--- src/rtl/shift_issue_unit.sv ---
// shift_issue_unit: FIFO-buffered issue stage around Shifter_grace with a valid/ready result register.
// Define SHIFT_ISSUE_STATS_EN to add the OpCount output-handshake counter.
module Shifter_grace #(
  parameter int BitWidth = 32
) (
  input  logic                        En,
  input  logic                        Left,
  input  logic                        Rotate,
  input  logic [BitWidth-1:0]         Data,
  input  logic [$clog2(BitWidth)-1:0] Amount,
  output logic [BitWidth-1:0]         dOUT
);
  logic [2*BitWidth-1:0] dl, dr;
  // Shifting the doubled word yields the rotation in one half
  assign dl = {Data, Data} << Amount;
  assign dr = {Data, Data} >> Amount;
  always_comb dOUT = !En ? '0 : Left ? (Rotate ? dl[2*BitWidth-1:BitWidth] : Data << Amount)
                                     : (Rotate ? dr[BitWidth-1:0] : Data >> Amount);
endmodule

module shift_issue_unit #(
  parameter int BitWidth = 32,
  parameter int Depth    = 4
) (
  input  logic                        Clk,
  input  logic                        Rst,
  input  logic                        Flush,
  input  logic                        InValid,
  output logic                        InReady,
  input  logic                        InLeft,
  input  logic                        InRotate,
  input  logic [BitWidth-1:0]         InData,
  input  logic [$clog2(BitWidth)-1:0] InAmount,
  output logic                        OutValid,
  input  logic                        OutReady,
  output logic [BitWidth-1:0]         OutData,
`ifdef SHIFT_ISSUE_STATS_EN
  output logic [31:0]                 OpCount,
`endif
  output logic                        Busy
);
  localparam int ShiftWidth = $clog2(BitWidth);
  localparam int PtrWidth   = $clog2(Depth);
  localparam int EntryWidth = BitWidth + ShiftWidth + 2;
  localparam logic [0:0] EMPTY = 1'b0;
  localparam logic [0:0] FULL  = 1'b1;
  logic [EntryWidth-1:0] mem [Depth];
  logic [PtrWidth-1:0]   wr_ptr, rd_ptr;
  logic [PtrWidth:0]     count;
  logic [0:0]            state;
  logic                  push, issue;
  logic [EntryWidth-1:0] head;
  logic [BitWidth-1:0]   result;
  assign InReady  = count != (PtrWidth+1)'(Depth);
  assign push     = InValid && InReady;
  assign issue    = count != '0 && (state == EMPTY || OutReady);
  assign head     = mem[rd_ptr];
  assign OutValid = state == FULL;
  assign Busy     = count != '0 || OutValid;
  Shifter_grace #(.BitWidth(BitWidth)) u_shifter (
    .En    (issue),
    .Left  (issue && head[EntryWidth-1]),
    .Rotate(issue && head[EntryWidth-2]),
    .Data  (issue ? head[BitWidth+ShiftWidth-1:ShiftWidth] : '0),
    .Amount(issue ? head[ShiftWidth-1:0] : '0),
    .dOUT  (result)
  );
  always_ff @(posedge Clk)
    if (push) mem[wr_ptr] <= {InLeft, InRotate, InData, InAmount};
  always_ff @(posedge Clk) begin
    if (Rst || Flush) begin
      wr_ptr <= '0;
      rd_ptr <= '0;
      count  <= '0;
      state  <= EMPTY;
      if (Rst) OutData <= '0;
    end else begin
      if (push) wr_ptr <= wr_ptr + PtrWidth'(1);
      if (issue) rd_ptr <= rd_ptr + PtrWidth'(1);
      count <= count + (PtrWidth+1)'(push) - (PtrWidth+1)'(issue);
      if (issue) begin
        OutData <= result;
        state   <= FULL;
      end else if (OutReady) state <= EMPTY;
    end
  end
`ifdef SHIFT_ISSUE_STATS_EN
  always_ff @(posedge Clk)
    if (Rst || Flush) OpCount <= '0;
    else if (OutValid && OutReady) OpCount <= OpCount + 32'd1;
`endif
endmodule
--- config.mk ---
export PLATFORM = sky130hd
export DESIGN_NAME = shift_issue_unit
export DESIGN_NICKNAME = d
export VERILOG_FILES = /design/src/rtl/shift_issue_unit.sv
export SDC_FILE = /design/constraint.sdc
export NUM_CORES = 1
export LEC_CHECK = 0
export CORE_MARGIN = 2
export CORE_UTILIZATION = 60
export CTS_BUF_LIST = sky130_fd_sc_hd__clkbuf_16
export DETAILED_ROUTE_END_ITERATION = 8
export PLACE_DENSITY = 0.81
export SLEW_MARGIN = 30
export SYNTH_ARGS = -nofsm -noshare
export SYNTH_HDL_FRONTEND = slang
export SYNTH_SLANG_ARGS = --single-unit
--- constraint.sdc ---
create_clock -name Clk -period 3.79 [get_ports Clk]
set_input_delay 0.379 -clock Clk [delete_from_list [all_inputs] [get_ports Clk]]
set_output_delay 0.379 -clock Clk [all_outputs]
set_load 0.005 [all_outputs]
==> results.md <==
- **result of the run** finished, final reports clean
- **post-place setup slack** 0.362 ns
- **largest net degree at the start of global routing** 46
- **element type at the critical path start** flip-flop
- **Overflow after GRT** 0
- **xor/xnor share of the synthesized area** 0.362%
- **CTS Buf Count** 17
- **data required time at the worst endpoint** 3.98 ns
- **highest fanout seen on the critical path** 25
- **ANT cells** 0
- **syn avg cell area** 12.1 µm²
- **die area** 21300 µm²
- **via count** 10200
- **first-pass GRT wire length** 62500 µm
- **starting density of the core** 61.7%
- **highest attainable clock frequency** 276 MHz
- **wire length reported by the detailed router** 41600 µm
- **initial antenna violation count** 0
- **nature of the critical path endpoint** flip-flop
- **worst hold-check path type** reg -> reg
- **amount of wire on met3 after detailed routing** 5100 µm
- **leading cell types by count after synthesis** edfxtp_1, mux2i_1, nand2_1, nor2_1, o22ai_1
- **DRT iter0 DRCs** 1960
- **first-pass iteration count of the detailed router** 7
- **TritonCTS clock tree** yes
- **vertical die dimension** 146 µm
- **number of H-tree branching levels** 4
- **length of routed met2 wiring** 18500 µm
- **most used flip-flop cell after synthesis** edfxtp_1
- **post-synthesis net count** 1052
- **async set or reset register ratio after synthesis** 0%
- **startpoint-to-endpoint class of the critical path** reg -> reg
- **fill cell total of the finished layout** 1371
- **fin. max-slew vios** 0
- **# port buffers** 78
- **Worst-Skew Late Latency** 0.46 ns
- **crit path setup slack, layout** 0.172 ns
- **dominant cell type by area after synthesis** edfxtp_1
- **worst setup path start** mem[2][0]
- **setup repair after global routing missed its margin** no
- **Hold Startpoint** wr_ptr[1]
- **total clock sinks** 198
- **via density per instance** 7.44
- **highest routed layer** met4
- **clk slew on worst S/H paths** 0.10 ns
- **DP Wirelength** 28800 µm
- **post-CTS setup buffer count** 0
- **ranking of synthesized cells by area** edfxtp_1, mux2i_1, mux4_2
- **Placement Cell Area** 13400 µm²
- **cell area after synthesis** 12100 µm²
- **vias in the first global route** 9814
- **Worst Tran Pin Value** 0.872 ns
- **Compound-Gate Fraction of Synth Area** 16.2%
- **Placer Congestion** 1.08
- **Met1 Routed Length** 15700 µm
- **register area share after synthesis** 48.4%
- **leading cell type by number of instances after synthesis** edfxtp_1
- **total power draw** 12.0 mW
- **library cells used by synthesis** 76
- **clk buf depth** 2
- **clock root buffer master** clkbuf_16
- **Area growth syn-to-layout** 16.2%
- **Post-layout nets** 1144
- **Period Utilization, post-route** 95.5%
- **VDD IR-drop max** 523 µV
- **Final Hold Viols** 0
- **number of gates given a new drive strength after cts** 0
- **r2r startpoint** mem[2][0]
- **area taken by multi-input logic gates** 5760 µm²
- **worst clock skew** 0.0202 ns
- **Power Density** 858 nW/µm²
- **#FFs+latches synth** 198
- **min Tclk post-route** 3.62 ns
- **cts hold-fix bufs** 0
- **tightest slew margin relative to the limit** 41.7%
- **dominant combinational cell family by area after synthesis** multiplexers
- **proportion of layout cells with a drive suffix above 1** 19.3%
- **leakage power figure** 4.81 nW
- **average detailed-routed wire length per instance** 30.3 µm
- **DRC Markers** 0
- **DRT antenna net count** 0
- **mux cell area share after synthesis** 20.2%
- **site row count** 51
- **Synth Instances** 1001
- **Sequential Area** 5850 µm²
- **count of boundary I/O pins** 79
- **fin util** 71.7%
- **final std cell area, no fill** 14000 µm²
- **Core Footprint** 19600 µm²
- **post-synthesis adder-cell area fraction** 0.787%
- **area share of and/or/nand/nor cells after synthesis** 9.89%
- **data arrival time of the worst path** 3.81 ns
- **aggregate global-route resource usage** 39.3%
- **Post-synth EDFFs** 188
- **Setup Viol. Count Final** 0
- **Max Cap Viol** 0
- **Yosys top cell area share** 46.7%
- **horizontal die dimension** 146 µm
- **accumulated negative setup slack** 0 ns
- **yosys warns** 0
-- area by class of cell --
cell class	count	area share, %
Sequential cell	198	41.7
Inverter	11	0.294
Multi-Input combinational cell	713	41.0
Tap cell	265	2.36
Clock inverter	15	1.51
Timing Repair Buffer	152	10.1
Clock buffer	17	3.03
-- cell usage in the layout (no fill, tap or decap), types with 30 or more instances in the layout --
| master | n |
|---|---|
| nand2_1 | 78 |
| nor3_1 | 30 |
| nor2_1 | 66 |
| edfxtp_1 | 188 |
| mux2i_1 | 112 |
| clkdlybuf4s50_1 | 78 |
| mux4_2 | 42 |
| a21oi_1 | 43 |
| buf_4 | 67 |
| o22ai_1 | 55 |
-- cells by family (layout without fill, tap and decap cells) --
logic type	after synthesis	in the layout
AOI/OAI and AO/OA	273	273
xor gates and xnor gates	5	5
buffers and inverters	90	195
DFF	198	198
and+or+nand+nor	249	249
muxes	179	179
adders and majority gates	7	7
-- stage by stage --
stage | hold WS, ns | std cells
finish | 0.538 | 1371
global route | 0.562 | 1371
global placement | 0.494 | 1339
floorplan | 0.469 | 1001
detailed placement | 0.520 | 1339
CTS | 0.533 | 1371
-- flip-flops by register name, summed over array words and instances, names as in the netlist, named ones only --
register,cells
count,3
rd_ptr,2
OutValid,1
OutData,32
mem,156
wr_ptr,2
-- routing by layer --
layer	vias to the layer above	GRT usage [%]
li1	4228	-
met3	191	10.5
met4	0	18.4
met1	4857	54.2
met2	922	58.4
met5	-	0
-- critical path: stages (launching register included) --
cell	delay [ns]
edfxtp_1	0.42
mux4_4	0.91
buf_12	0.30
mux2i_1	0.54
o22ai_1	0.19
nor3_1	0.23
a21oi_1	0.11
o221ai_1	0.56
a21oi_1	0.10
-- report_power, final --
group          internal, mW  total, mW  switching (mW)
clock                 0.927       1.98            1.06
sequential             2.70       2.80          0.0932
combinational          2.63       7.27            4.64
-- path summary, 6_finish.rpt --
check	depth (start not counted)	slack, ns	to
worst min-delay path	2	0.54	wr_ptr[1]
worst max register to register	8	0.17	OutData[13]
worst min register to register	2	0.54	wr_ptr[1]
worst max-delay path	8	0.17	OutData[13]
(Power assumes the default switching activity.)
